[src/rtl/measure_pkg.sv]
// Shared definitions for the measurement requester and the responder bench model.
package measure_pkg;

  typedef enum logic [2:0] {
    ST_IDLE      = 3'd0,
    ST_WAIT_FREE = 3'd1,
    ST_OPEN      = 3'd2,
    ST_WINDOW    = 3'd3,
    ST_CLOSE     = 3'd4,
    ST_WAIT_RSP  = 3'd5
  } meas_state_e;

  // Smallest window that still leaves a low cycle between the two toggle pulses.
  localparam int unsigned MEAS_MIN_WINDOW  = 32'd2;
  localparam int unsigned MEAS_RSP_LATENCY = 32'd2;

endpackage

[src/rtl/measure_initiator_if.sv]
// Requester/responder link: toggle request out, busy and result response back.
interface measure_initiator_if #(
  parameter int DATA_W = 16
);

  logic              measure_req_o;
  logic              busy_i;
  logic              result_rsp_i;
  logic [DATA_W-1:0] result_data_i;

  modport master (
    output measure_req_o,
    input  busy_i,
    input  result_rsp_i,
    input  result_data_i
  );

  modport slave (
    input  measure_req_o,
    output busy_i,
    output result_rsp_i,
    output result_data_i
  );

endinterface

[src/rtl/meas_timer.sv]
// Loadable down-counter; tc flags the cycle in which the count reads one.
module meas_timer #(
  parameter int CNT_W = 16
) (
  input  logic             clk,
  input  logic             rst_n,
  input  logic             load,
  input  logic             dec,
  input  logic [CNT_W-1:0] load_val,
  output logic             tc
);

  localparam logic [CNT_W-1:0] CNT_ZERO = {CNT_W{1'b0}};
  localparam logic [CNT_W-1:0] CNT_ONE  = CNT_W'(1'b1);

  logic [CNT_W-1:0] count_r;

  // Count register; saturates at zero so an idle timer never wraps into a terminal count.
  always_ff @(posedge clk or negedge rst_n) begin
    if (!rst_n) begin
      count_r <= CNT_ZERO;
    end else if (load) begin
      count_r <= load_val;
    end else if (dec && (count_r != CNT_ZERO)) begin
      count_r <= count_r - CNT_ONE;
    end else begin
      count_r <= count_r;
    end
  end

  assign tc = (count_r == CNT_ONE);

endmodule

[src/rtl/measure_initiator.sv]
// Requester for the one-shot measurement: opens a window on an idle responder,
// closes it after W cycles and collects the returned count or times out.
module measure_initiator
  import measure_pkg::*;
#(
  parameter int DATA_W  = 16,
  parameter int WIN_W   = 16,
  parameter int TIMEOUT = 64
) (
  input  logic                clk,
  input  logic                rst_n,
  input  logic                start_i,
  input  logic [WIN_W-1:0]    window_i,
  output logic                ready_o,
  output logic                done_o,
  output logic                timeout_o,
  output logic [DATA_W-1:0]   result_o,
  measure_initiator_if.master rsp_bus
);

  localparam int               TMO_W    = $clog2(TIMEOUT + 1);
  localparam logic [WIN_W-1:0] WIN_MIN  = WIN_W'(MEAS_MIN_WINDOW);
  localparam logic [WIN_W-1:0] WIN_ONE  = WIN_W'(1'b1);
  localparam logic [TMO_W-1:0] TMO_LOAD = TMO_W'(TIMEOUT);

  function automatic logic [WIN_W-1:0] clamp_window(input logic [WIN_W-1:0] win);
    if (win < WIN_MIN) begin
      return WIN_MIN;
    end else begin
      return win;
    end
  endfunction

  meas_state_e       state_r;
  meas_state_e       state_next_s;
  logic [WIN_W-1:0]  win_r;
  logic [WIN_W-1:0]  win_load_val_s;
  logic              accept_s;
  logic              win_load_s;
  logic              win_dec_s;
  logic              win_tc_s;
  logic              tmo_load_s;
  logic              tmo_dec_s;
  logic              tmo_tc_s;
  logic              capture_s;
  logic              expire_s;
  logic              clear_s;
  logic              ready_r;
  logic              done_r;
  logic              timeout_r;
  logic              req_r;
  logic [DATA_W-1:0] result_r;

  // Window counter starts at W-1 so the CLOSE pulse lands exactly W cycles after OPEN.
  assign win_load_val_s = win_r - WIN_ONE;

  meas_timer #(.CNT_W(WIN_W)) u_win_timer (
    .clk      (clk),
    .rst_n    (rst_n),
    .load     (win_load_s),
    .dec      (win_dec_s),
    .load_val (win_load_val_s),
    .tc       (win_tc_s)
  );

  meas_timer #(.CNT_W(TMO_W)) u_tmo_timer (
    .clk      (clk),
    .rst_n    (rst_n),
    .load     (tmo_load_s),
    .dec      (tmo_dec_s),
    .load_val (TMO_LOAD),
    .tc       (tmo_tc_s)
  );

  // State register.
  always_ff @(posedge clk or negedge rst_n) begin
    if (!rst_n) begin
      state_r <= ST_IDLE;
    end else begin
      state_r <= state_next_s;
    end
  end

  // Next-state and timer control; a response beats a simultaneous timeout.
  always_comb begin
    state_next_s = state_r;
    accept_s     = 1'b0;
    win_load_s   = 1'b0;
    win_dec_s    = 1'b0;
    tmo_load_s   = 1'b0;
    tmo_dec_s    = 1'b0;
    capture_s    = 1'b0;
    expire_s     = 1'b0;
    clear_s      = 1'b0;
    case (state_r)
      ST_IDLE: begin
        if (start_i) begin
          accept_s     = 1'b1;
          tmo_load_s   = 1'b1;
          state_next_s = ST_WAIT_FREE;
        end else begin
          state_next_s = ST_IDLE;
        end
      end
      ST_WAIT_FREE: begin
        if (!rsp_bus.busy_i) begin
          state_next_s = ST_OPEN;
        end else if (tmo_tc_s) begin
          expire_s     = 1'b1;
          state_next_s = ST_IDLE;
        end else begin
          tmo_dec_s = 1'b1;
        end
      end
      ST_OPEN: begin
        win_load_s   = 1'b1;
        state_next_s = ST_WINDOW;
      end
      ST_WINDOW: begin
        if (win_tc_s) begin
          state_next_s = ST_CLOSE;
        end else begin
          win_dec_s = 1'b1;
        end
      end
      ST_CLOSE: begin
        tmo_load_s   = 1'b1;
        state_next_s = ST_WAIT_RSP;
      end
      ST_WAIT_RSP: begin
        if (rsp_bus.result_rsp_i) begin
          capture_s    = 1'b1;
          state_next_s = ST_IDLE;
        end else if (tmo_tc_s) begin
          expire_s     = 1'b1;
          clear_s      = 1'b1;
          state_next_s = ST_IDLE;
        end else begin
          tmo_dec_s = 1'b1;
        end
      end
      default: begin
        state_next_s = ST_IDLE;
      end
    endcase
  end

  // Window length latch, clamped so OPEN and CLOSE never merge.
  always_ff @(posedge clk or negedge rst_n) begin
    if (!rst_n) begin
      win_r <= {WIN_W{1'b0}};
    end else if (accept_s) begin
      win_r <= clamp_window(window_i);
    end else begin
      win_r <= win_r;
    end
  end

  // Registered status and toggle pulses; ready rises together with done/timeout.
  always_ff @(posedge clk or negedge rst_n) begin
    if (!rst_n) begin
      ready_r   <= 1'b1;
      done_r    <= 1'b0;
      timeout_r <= 1'b0;
      req_r     <= 1'b0;
    end else begin
      ready_r   <= (state_next_s == ST_IDLE);
      done_r    <= capture_s;
      timeout_r <= expire_s;
      req_r     <= (state_r == ST_OPEN) || (state_r == ST_CLOSE);
    end
  end

  // Result holder: a lost response reads back as zero, a busy-abort keeps the old value.
  always_ff @(posedge clk or negedge rst_n) begin
    if (!rst_n) begin
      result_r <= {DATA_W{1'b0}};
    end else if (capture_s) begin
      result_r <= rsp_bus.result_data_i;
    end else if (clear_s) begin
      result_r <= {DATA_W{1'b0}};
    end else begin
      result_r <= result_r;
    end
  end

  assign ready_o               = ready_r;
  assign done_o                = done_r;
  assign timeout_o             = timeout_r;
  assign result_o              = result_r;
  assign rsp_bus.measure_req_o = req_r;

endmodule

[src/flat_wrapper.sv]
// flat-port wrapper written by rule: the top's interface ports become plain ports
module measure_initiator_flat import measure_pkg::*;
#(
  parameter int DATA_W  = 16,
  parameter int WIN_W   = 16,
  parameter int TIMEOUT = 64
)
  (clk, rst_n, start_i, window_i, ready_o, done_o, timeout_o, result_o, rsp_bus_measure_req_o, rsp_bus_busy_i, rsp_bus_result_rsp_i, rsp_bus_result_data_i);
  measure_initiator_if #(.DATA_W(DATA_W)) rsp_bus_i ();
  input  logic clk;
  input  logic rst_n;
  input  logic start_i;
  input  logic [WIN_W-1:0] window_i;
  output logic ready_o;
  output logic done_o;
  output logic timeout_o;
  output logic [DATA_W-1:0] result_o;
  output wire logic [$bits(rsp_bus_i.measure_req_o)-1:0] rsp_bus_measure_req_o;
  input wire logic [$bits(rsp_bus_i.busy_i)-1:0] rsp_bus_busy_i;
  input wire logic [$bits(rsp_bus_i.result_rsp_i)-1:0] rsp_bus_result_rsp_i;
  input wire logic [$bits(rsp_bus_i.result_data_i)-1:0] rsp_bus_result_data_i;
  assign rsp_bus_measure_req_o = rsp_bus_i.measure_req_o;
  assign rsp_bus_i.busy_i = rsp_bus_busy_i;
  assign rsp_bus_i.result_rsp_i = rsp_bus_result_rsp_i;
  assign rsp_bus_i.result_data_i = rsp_bus_result_data_i;
  measure_initiator #(.DATA_W(DATA_W), .WIN_W(WIN_W), .TIMEOUT(TIMEOUT)) u_core (.clk(clk), .rst_n(rst_n), .start_i(start_i), .window_i(window_i), .ready_o(ready_o), .done_o(done_o), .timeout_o(timeout_o), .result_o(result_o), .rsp_bus(rsp_bus_i));
endmodule
[config.mk]
export PLATFORM = sky130hd
export DESIGN_NAME = measure_initiator_flat
export DESIGN_NICKNAME = d
export VERILOG_FILES = /design/src/rtl/measure_pkg.sv /design/src/rtl/measure_initiator_if.sv /design/src/rtl/meas_timer.sv /design/src/rtl/measure_initiator.sv /design/src/flat_wrapper.sv
export SDC_FILE = /design/constraint.sdc
export NUM_CORES = 1
export LEC_CHECK = 0
export CORE_ASPECT_RATIO = 1.2
export CORE_UTILIZATION = 30
export CTS_CLUSTER_SIZE = 12
export DETAILED_ROUTE_END_ITERATION = 10
export PLACE_DENSITY = 0.63
export RECOVER_POWER = 50
export SLEW_MARGIN = 10
export SYNTH_ARGS = -nofsm -noshare
export SYNTH_HDL_FRONTEND = slang
export SYNTH_SLANG_ARGS = --single-unit
[constraint.sdc]
create_clock -name clk -period 2.2 [get_ports clk]
set_clock_uncertainty 0.2 [all_clocks]
set_input_delay 0.33 -clock clk [delete_from_list [all_inputs] [get_ports clk]]
set_output_delay 0.33 -clock clk [all_outputs]
set_load 0.01 [all_outputs]
Yosys cells after proc, flatten, opt, wreduce, memory -nomap -nowiden --
Index checks and enable logic that the tools add are counted.
Operators by class: $add $sub $neg 3, $mul 0, divide/modulo/power cells 0, order comparisons 1, equal/unequal tests 7, shift operators 0, muxes and demuxes 30, bitwise operators 0, reductions and logical operators 10
Operators with widths (count):
- 2-to-1 mux 16 bit | 5
- subtractor 16 x 1 -> 16 bit, second input constant | 2
- one-hot mux 3 bit (6 select lines) | 1
- == test 16 x 1 -> 1 bit, second input constant | 1
- less-than comparator 16 x 2 -> 1 bit, second input constant | 1
- nonzero test 16 bit | 1
- 2-to-1 mux 1 bit | 15
- 2-to-1 mux 7 bit | 2
- 2-to-1 mux 3 bit | 4
- == test 7 x 1 -> 1 bit, second input constant | 1
- nonzero test 7 bit | 1
- subtractor 7 x 1 -> 7 bit, second input constant | 1
- == test 3 x 2 -> 1 bit, second input constant | 2
- == test 3 bit, second input constant | 2
- zero test 3 bit | 2
- one-hot mux 1 bit (2 select lines) | 3
- nonzero test 2 bit | 3
- == test 3 x 1 -> 1 bit, second input constant | 1
- logical AND 1 bit | 2
- logical OR 1 bit | 1
Storage, ports and cells: register bits after elaboration 62, bits in latches 0, RAM bits 0, ROM bits 0, bits of input ports 37, memories kept 0

Depth between registers and ports, before layout --
Gate-level depths: netlist of the first run.
word-level depth 7, mapped depth 8

Hierarchy --
From an unflattened synthesis of the first run, not the netlist that was laid out.
Unflattened totals: cells, all modules 348, area total of the unflattened synthesis 3433.3 um^2
By module, submodules not included:
- measure_initiator | instances 1, cells an instance 156, area an instance 1830.5 um^2, seq. area each 977.2 um^2
- meas_timer at u_core.u_win_timer | instances 1, cells an instance 132, area an instance 1102.3 um^2, seq. area each 400.4 um^2
- meas_timer at u_core.u_tmo_timer | instances 1, cells an instance 60, area an instance 500.5 um^2, seq. area each 175.2 um^2

Worst setup path before layout of the first run --
OpenSTA, ideal clock, no wires.
kind reg2reg, start register u_core.u_win_timer.count_r[10], end register u_core.u_win_timer.count_r[10], data arrival time 1.986 ns, data required time 1.879 ns, path slack -0.107 ns, cell stages (with the launch flop) 7, buffers on the path 1, cell sequence dfrtp_1 -> or4_4 -> or3_4 -> o31ai_4 -> buf_6 -> a21oi_1 -> o22a_1
On the way: longest elaborated chain between the ends 5
Ends and longest elaborated chain:
- start: declaration | line meas_timer.sv:16 | logic [CNT_W-1:0] count_r;
- start signal: assignment | line meas_timer.sv:23 | count_r <= load_val;
- start signal: assignment | line meas_timer.sv:25 | count_r <= count_r - CNT_ONE;
- start signal: assignment | line meas_timer.sv:27 | count_r <= count_r;
- branches (longest 5 deep; another with subtractor 16 x 1 -> 16 bit)
Parallel ways; which one is timed is not known. The select of a mux whose other input is x is not followed. A chain may end at the register's enable or synchronous reset.

Worst setup path after layout of the first run --
start register u_core.u_win_timer.count_r[12], end register u_core.u_win_timer.count_r[4]
On the way: longest elaborated chain between the ends 5
Ends and longest elaborated chain:
- == test 16 x 1 -> 1 bit | line meas_timer.sv:31 | assign tc = (count_r == CNT_ONE);
- 2-to-1 mux 1 bit | line measure_initiator.sv:120 | if (win_tc_s) begin
- 2-to-1 mux 1 bit | line measure_initiator.sv:95 | case (state_r)
- logical AND 1 bit (*) | line meas_timer.sv:24 | end else if (dec && (count_r != CNT_ZERO)) begin
- nonzero test 2 bit (no line) (*)
Every way passes the cells marked *; elsewhere a longest branch is shown, timed or not.

==> results of run 1 <==
[cells by family (layout without fill, tap and decap cells)]
kind of cell | after synthesis | after routing | share of synthesized area (%)
flops | 62 | 62 | 48.9
xor+xnor | 17 | 17 | 4.69
mux | 14 | 14 | 4.96
compound gates | 84 | 84 | 18.3
simple gates | 105 | 105 | 16.8
fa+ha+maj | 7 | 7 | 2.76
buf+inv | 27 | 135 | 3.66
[final cells by class]
class                           count  share of cell area [%]
Timing Repair Buffer              106                    20.7
Tap cell                          126                    3.36
Multi-Input combinational cell    227                    34.8
Clock inverter                      7                    2.21
Clock buffer                        9                    4.80
Inverter                           13                    1.04
Sequential cell                    62                    33.1
[critical path: stages (launching register included)]
cell	delay (ps)
dfrtp_1	380
or4_4	540
or3_4	360
o31ai_4	300
buf_6	200
a21oi_2	40
o22a_1	200
[power by group]
| part | switching (mW) | leakage [nW] | internal [mW] |
|---|---|---|---|
| clock network | 0.548 | 0.155 | 1.01 |
| logic | 1.22 | 1.03 | 1.28 |
| registers | 0.380 | 0.762 | 1.57 |
[path summary, 6_finish.rpt]
check	from	to	slack [ps]	depth (start not counted)
max reg2reg	u_core.u_win_timer.count_r[12]	u_core.u_win_timer.count_r[4]	-160	6
max	u_core.u_win_timer.count_r[12]	u_core.u_win_timer.count_r[4]	-160	6
min in group asynchronous	rst_n	u_core.win_r[10]	560	3
min reg2reg	u_core.result_o[8]	u_core.result_o[8]	290	1
min	u_core.result_o[8]	u_core.result_o[8]	290	1
max in group asynchronous	rst_n	u_core.state_r[2]	630	3
[layer usage]
layer / vias up / GRT usage (%) / share of wire [%]
met4: 0 / 5.27 / 0.87
met2: 53 / 24.8 / 51
met1: 1322 / 19.0 / 45
met3: 7 / 3.59 / 3.2
li1: 1354 / - / -
met5: - / 0 / 0
[stage by stage]
| stage | instance area, um2 | total power [mW] | util [%] | setup TNS (ps) |
|---|---|---|---|---|
| 4_1_cts | 4600 | 5.84 | 45.3 | -968 |
| 3_5_place_dp | 4220 | 4.18 | 41.5 | -1840 |
| 6_report | 4700 | 6.00 | 46.2 | -1760 |
| 3_3_place_gp | 4220 | 4.10 | 41.5 | -1330 |
| 5_1_grt | 4700 | 6.43 | 46.2 | -2810 |
| 2_1_floorplan | 3190 | 3.22 | - | -188 |
[placed cells by master, fill, tap and decap left out, types with 7 or more instances in the layout]
cell,Yosys,routed
clkdlybuf4s50_1,0,55
nor2_1,45,41
o21ai_1,0,12
o21ai_0,24,7
a22o_1,16,16
inv_1,13,13
ha_1,7,7
buf_4,1,40
mux2_2,14,14
a21oi_1,16,12
nand2_1,8,8
dfrtp_1,61,60
xor2_1,12,12
clkbuf_16,0,9
nor3_1,14,12
[cells in the mapped netlist, types with 2 or more instances]
cell and instances:
a21oi_1 16, a22o_1 16, a22oi_1 6, a32oi_1 2, buf_2 3, clkbuf_1 9, dfrtp_1 61, ha_1 7
inv_1 13, mux2_2 14, nand2_1 8, nand2b_1 5, nand3_1 6, nand4_1 3, nor2_1 45, nor3_1 14
nor3b_1 2, nor4_1 6, o211ai_1 2, o21ai_0 24, o22a_1 5, o22ai_1 2, o31ai_1 2, or3_1 3
or4_1 4, xnor2_1 5, xor2_1 12
[registers in the layout, indices dropped and copies added (netlist names)]
register / count
u_core.done_o: 1
u_core.ready_o: 1
u_core.result_o: 16
u_core.rsp_bus.measure_req_o: 1
u_core.state_r: 3
u_core.timeout_o: 1
u_core.u_tmo_timer.count_r: 7
u_core.u_win_timer.count_r: 16
u_core.win_r: 16
[what timing repair did]
| action | 4_1_cts | 5_1_grt |
|---|---|---|
| pin swaps | 2 | 5 |
| hold buffers | 1 | 0 |
| buffers inserted | 1 | 1 |
| setup endpoints to repair | 19 | 22 |
| endpoints found under the hold margin | 61 | 0 |
| cloned | 0 | 1 |
| gates resized for setup | 9 | 39 |
==> flow_metrics.py, run 1 <==
metrics = {
    "finish": {
        "drive_gt1_share_pct": 25.7,
        "area_growth_pct": 47.8,
        "regArea_um2": 1550,
        "fin_cells": 550,
        "antenna_cells": 0,
        "multi_input_area_um2": 1630,
        "nets": 463,
        "fillCellCount": 959,
    },
    "synth": {
        "synth_edf_count": 0,
        "synth_area_um2": 3180,
        "yosysSeqAreaShare_pct": 48.9,
        "synth_top_area_cell": "dfrtp_1",
        "ys_warn_count": 0,
        "synthFlopType": "dfrtp_1",
        "synthesis.nets": 360,
        "ys_types": 48,
        "synthCells": 316,
        "syn_avg_cell_area_um2": 10.1,
        "synth_top_area_share_pct": 48.1,
        "async_reset_ff_share_pct": 100,
        "ys_ff_latch": 62,
        "netlist_top_cells_area": "dfrtp_1, nor2_1, mux2_2, a22o_1, o21ai_0",
    },
    "pwr": {
        "p_per_area_nw_per_um2": 1280,
        "peakVddDrop_mv": 0.610,
        "leakagePower_nw": 1.95,
    },
    "floorplan": {
        "die-area_um2": 11000,
        "core_area_um2": 10200,
        "start_util_pct": 31.3,
        "io-pin-count": 57,
        "die_h_um": 115,
        "num_rows": 40,
        "die_w_um": 95.9,
    },
    "detailed_routing": {
        "post_drt_wl_per_cell_um": 13.8,
        "ant_nets": 0,
        "wl_um": 7610,
        "drt_iter0_drc": 93,
        "firstDrtPassIters": 4,
        "route.detailed.drc": 0,
        "viasPerCell": 4.97,
        "num_vias": 2736,
    },
    "worst_setup_path": {
        "critPathMaxFanout": 7,
        "cp-start-kind": "register",
        "arrival_ps": 2370,
        "cp-end-kind": "register",
        "crit_required_ps": 2210,
        "crit_type": "register to register",
    },
    "placed_design": {
        "place_congestion": 0.806,
        "numPortBuffers": 56,
        "dp_cells": 530,
        "dp_slack_ps": -252,
        "dp.final_hpwl_um": 5290,
    },
    "clock_tree": {
        "ctsHtreeMaxLevel": 3,
        "cts_tree": "done",
        "ctsRootBufferMaster": "clkbuf_16",
        "clk_pin_slew_worst_paths_ps": 60,
        "cts-buffers-inserted": 9,
        "cts_buffer_depth": 2,
        "clk_latency_ps": 330,
        "clock-sinks": 62,
    },
    "grt": {
        "overflow": 0,
        "grt_pass1_wl_um": 12700,
        "antenna_found_initial": 0,
        "grt_pass1_vias": 2781,
        "grt_max_degree": 63,
        "grt_usage_pct": 15.0,
    },
    "sta": {
        "finalMaxSlewViolations": 0,
        "fin_ws_ps": -164,
        "setup_viol_count_final": 16,
        "max_freq_mhz": 423,
        "hold_violations": 0,
        "rsz0062_at_grt": "true",
        "fin_hold_ws_ps": 293,
        "max_slew_margin_pct": 42.7,
        "period_minus_slack_ps": 2360,
        "fin_crit_sh_pct": 107,
        "tightest_slew_ps": 860,
    },
    "run": {
        "max_cap_violations": 0,
    },
    "worst_hold_path": {
        "hp-class": "register to register",
    },
    "status": {
        "violations": "negative setup slack",
        "status": "finished with violations",
    },
}
Power figures use the tool's default switching activity.
==> run 2: changes to the inputs <==
Settings changed: PLACE_DENSITY 0.63 to not set.
==> run 2 against run 1 <==
  * The flow still finishes with violations (negative setup slack)
  * Clock-buffer cell count is the same
  * Clock power shrank 9%
  * Setup slack gained 40 ps
  * Total power shrank 2.8%
  * Critical path depth is the same
  * Sequential power is essentially flat
  * Non-clock buffer count grew 2
  * Utilization shrank 0.22 points
  * Register-to-register slack gained 40 ps
  * Cell count grew 0.36%
  * Highest routed layer unchanged
  * Fmax grew 1.7%
  * Sequential share of layout area grew 0.13 points
==> flow_metrics.py, run 2 (synthesis results as in run 1) <==
metrics = {
    "worst_setup_path": {
        "arrival_ps": 2340,
        "cp-end-kind": "register",
        "cp-start-kind": "register",
        "crit_type": "register to register",
        "crit_required_ps": 2210,
        "critPathMaxFanout": 6,
    },
    "sta": {
        "fin_ws_ps": -124,
        "tightest_slew_ps": 1290,
        "fin_crit_sh_pct": 106,
        "max_slew_margin_pct": 13.8,
        "max_freq_mhz": 430,
        "hold_violations": 0,
        "finalMaxSlewViolations": 0,
        "rsz0062_at_grt": "true",
        "timing.setup.tns_ps": -1080,
        "setup_viol_count_final": 16,
        "fin_hold_ws_ps": 298,
        "period_minus_slack_ps": 2320,
    },
    "pwr": {
        "power_mw": 5.84,
        "peakVddDrop_mv": 0.504,
        "p_per_area_nw_per_um2": 1250,
        "leakagePower_nw": 1.94,
    },
    "floorplan": {
        "die_w_um": 95.9,
        "start_util_pct": 31.3,
        "io-pin-count": 57,
        "die-area_um2": 11000,
        "core_area_um2": 10200,
        "num_rows": 40,
        "die_h_um": 115,
    },
    "finish": {
        "fin_area_um2": 4670,
        "drive_gt1_share_pct": 25.1,
        "nets": 465,
        "area_growth_pct": 47.1,
        "antenna_cells": 0,
        "layout_common_cells": "dfrtp_1, clkdlybuf4s50_1, nor2_1, buf_4, a22o_1",
        "utilization_pct": 46.0,
        "layout_commonest_cell": "dfrtp_1",
        "fin_cells": 552,
        "fillCellCount": 962,
    },
    "placed_design": {
        "placed_cell_area_um2": 4220,
        "numPortBuffers": 56,
        "dp.final_hpwl_um": 5460,
        "place_congestion": 0.809,
        "dp_cells": 530,
        "dp_slack_ps": -216,
    },
    "clock_tree": {
        "clock-sinks": 62,
        "ctsHtreeMaxLevel": 3,
        "cts-buffers-inserted": 9,
        "cts_buffer_depth": 2,
        "cts_tree": "done",
        "clk_pin_slew_worst_paths_ps": 50,
        "clk_latency_ps": 330,
        "ctsRootBufferMaster": "clkbuf_16",
    },
    "detailed_routing": {
        "viasPerCell": 5.01,
        "wl_um": 7510,
        "firstDrtPassIters": 4,
        "ant_nets": 0,
        "num_vias": 2765,
        "post_drt_wl_per_cell_um": 13.6,
        "route.detailed.drc": 0,
        "drt_iter0_drc": 122,
    },
    "status": {
        "violations": "negative setup slack",
        "status": "finished with violations",
    },
    "run": {
        "max_cap_violations": 0,
    },
    "grt": {
        "grt_max_degree": 25,
        "grt_usage_pct": 14.7,
        "grt_pass1_vias": 2656,
        "grt_pass1_wl_um": 12500,
        "antenna_found_initial": 0,
        "overflow": 0,
    },
    "worst_hold_path": {
        "hp-class": "register to register",
    },
}
-- run 2: layer usage --
layer	wire [um]	up-vias	track usage (%)	part of all wire, %
met5	0	-	0	0
met4	110	0	5.07	1.5
met3	282	12	3.45	3.8
met2	3640	56	23.8	48
met1	3480	1336	19.2	46
li1	-	1361	-	-
-- run 2: cell type report --
type | count | area [um2] | area share (%)
Inverter | 13 | 48.8 | 1.04
Sequential cell | 62 | 1550 | 33.2
Timing Repair Buffer | 108 | 995 | 21.3
Clock buffer | 9 | 225 | 4.82
Tap cell | 126 | 158 | 3.37
Multi-Input combinational cell | 227 | 1620 | 34.7
Clock inverter | 7 | 73.8 | 1.58
-- run 2: where the power goes --
part / internal (mW) / switching [mW] / total (mW)
clock: 0.879 / 0.526 / 1.41
combinational: 1.29 / 1.20 / 2.49
sequential: 1.57 / 0.375 / 1.95
-- run 2: repair_timing --
item	in CTS	in global routing
hold endpoints to repair	20	0
setup buffers	2	3
hold buffers	1	0
pin swaps	8	7
endpoints found under the setup margin	17	19
resized for setup	24	26
-- run 2: worst paths after layout --
kind	end	slack, ps	depth (start not counted)	start
worst max-delay path	u_core.u_win_timer.count_r[10]	-120	6	u_core.u_win_timer.count_r[12]
worst min-delay path	u_core.result_o[5]	300	1	u_core.result_o[5]
worst max register to register	u_core.u_win_timer.count_r[10]	-120	6	u_core.u_win_timer.count_r[12]
worst min register to register	u_core.result_o[5]	300	1	u_core.result_o[5]
max in group asynchronous	u_core.u_win_timer.count_r[4]	200	3	rst_n
min in group asynchronous	u_core.win_r[10]	610	2	rst_n
-- run 2: critical path, cell delays in order (launching register included) --
cell     delay, ps
dfrtp_1        370
or4_4          530
or3_4          370
o31ai_4        300
buf_6          170
a21oi_1         50
o22a_1         210
==> run 3: changes to the inputs <==
Clock period 2.2 ns to 2.5 ns, I/O delays scaled along.
==> run 3 against run 2 <==
  * The flow now finishes without violations
  * Sequential share of layout area rose by 2.5 points
  * Routed wire length decreased by 5.7%
  * First-iteration DRC count grew 28%
  * Global-route usage down 0.69 points
  * Critical path type unchanged
  * Sequential power is 12% lower
  * Flip-flop and latch count did not move
==> flow_metrics.py, run 3 (synthesis results as in run 1) <==
metrics = {
    "status": {
        "status": "finished clean",
    },
    "sta": {
        "period_minus_slack_ps": 2370,
        "timing.setup.tns_ps": 0,
        "max_slew_margin_pct": 8.38,
        "fin_crit_sh_pct": 94.9,
        "fin_ws_ps": 127,
        "setup_viol_count_final": 0,
        "hold_violations": 0,
        "tightest_slew_ps": 1370,
        "max_freq_mhz": 421,
        "rsz0062_at_grt": "false",
        "finalMaxSlewViolations": 0,
    },
    "pwr": {
        "power_mw": 4.61,
        "p_per_area_nw_per_um2": 1060,
        "leakagePower_nw": 1.80,
        "peakVddDrop_mv": 0.514,
    },
    "placed_design": {
        "dp.final_hpwl_um": 4970,
        "place_congestion": 0.793,
        "dp_cells": 509,
        "dp_slack_ps": 30.7,
        "numPortBuffers": 56,
    },
    "detailed_routing": {
        "viasPerCell": 5.14,
        "wl_um": 7080,
        "num_vias": 2713,
        "route.detailed.drc": 0,
        "firstDrtPassIters": 4,
        "drt_iter0_drc": 156,
        "post_drt_wl_per_cell_um": 13.4,
        "ant_nets": 0,
    },
    "worst_setup_path": {
        "critPathMaxFanout": 16,
        "cp-start-kind": "register",
        "crit_type": "register to register",
        "arrival_ps": 2370,
        "crit_required_ps": 2500,
        "cp-end-kind": "register",
    },
    "clock_tree": {
        "clk_pin_slew_worst_paths_ps": 60,
        "ctsHtreeMaxLevel": 3,
        "cts_tree": "done",
        "cts_buffer_depth": 2,
        "cts-buffers-inserted": 9,
        "clk_latency_ps": 330,
        "ctsRootBufferMaster": "clkbuf_16",
        "clock-sinks": 62,
    },
    "grt": {
        "antenna_found_initial": 0,
        "grt_pass1_vias": 2640,
        "grt_pass1_wl_um": 12100,
        "grt_usage_pct": 14.0,
        "overflow": 0,
        "grt_max_degree": 63,
    },
    "finish": {
        "layout_common_cells": "dfrtp_1, clkdlybuf4s50_1, nor2_1, o21ai_0, buf_4",
        "nets": 441,
        "area_growth_pct": 36.9,
        "utilization_pct": 42.8,
        "fillCellCount": 1016,
        "layout_commonest_cell": "dfrtp_1",
        "antenna_cells": 0,
        "drive_gt1_share_pct": 16.7,
        "multi_input_area_um2": 1530,
        "regArea_um2": 1550,
        "fin_cells": 528,
    },
    "run": {
        "max_cap_violations": 0,
    },
    "floorplan": {
        "io-pin-count": 57,
        "core_area_um2": 10200,
        "start_util_pct": 31.3,
        "die_w_um": 95.9,
        "num_rows": 40,
        "die-area_um2": 11000,
        "die_h_um": 115,
    },
    "worst_hold_path": {
        "hp-class": "register to register",
    },
}
## run 3: cell types whose count changed in the layout (fill, tap and decap cells not counted), sizes merged
cell,before,now
buf,50,23
dlygate4sd3,1,4
clkinv,4,5
clkdlybuf4s50,55,52
bufinv,1,0
clkbuf,11,14
## run 3: cell type report
class,instances,area share (%)
flip-flops and latches,62,35.7
clock buffers,9,5.18
clock inverters,7,1.12
inverters,13,1.12
multi-input cells,227,35.3
well taps,126,3.63
repair buffers,84,18.0
## run 3: stage by stage
stage,hold slack [ps],instance area [um2]
CTS,303,4330
global route,310,4350
detailed placement,219,4050
finish,291,4350
global placement,213,4050
floorplan,-121,3180
## run 3: worst max-delay path, cell delays in order (launching register included)
cell and delay, ps:
dfrtp_1 380, or4_4 560, or3_4 380, o31ai_4 290
buf_4 170, clkbuf_16 150, o21ai_0 100
## run 3: repair_timing
item / 4_1_cts / 5_1_grt
setup buffers: 0 / 1
hold buffers: 1 / 0
endpoints found under the setup margin: 0 / 4
hold endpoints to repair: 61 / 0
gates resized for setup: 0 / 3
## run 3: path summary, 6_finish.rpt
path / from / end / slack [ps] / cells past startpoint
min: u_core.result_o[0] / u_core.result_o[0] / 290 / 1
max in group asynchronous: rst_n / u_core.u_win_timer.count_r[3] / 470 / 3
min in group asynchronous: rst_n / u_core.win_r[10] / 790 / 3
min reg2reg: u_core.result_o[0] / u_core.result_o[0] / 290 / 1
max reg2reg: u_core.u_win_timer.count_r[12] / u_core.u_win_timer.count_r[15] / 130 / 6
max: u_core.u_win_timer.count_r[12] / u_core.u_win_timer.count_r[15] / 130 / 6
## run 3: report_power, final
part	internal (mW)	switching (mW)	total [mW]
Combinational	0.892	0.891	1.78
Clock	0.670	0.452	1.12
Sequential	1.38	0.327	1.71
Total	2.95	1.67	4.61
## run 3: routing by layer
| layer | GRT usage, % | vias to the layer above | share of wire, % |
|---|---|---|---|
| met3 | 4.58 | 8 | 4.5 |
| met1 | 17.7 | 1327 | 45 |
| met2 | 22.9 | 58 | 49 |
| li1 | - | 1320 | - |
| met4 | 3.98 | 0 | 1.0 |
| met5 | 0 | - | 0 |
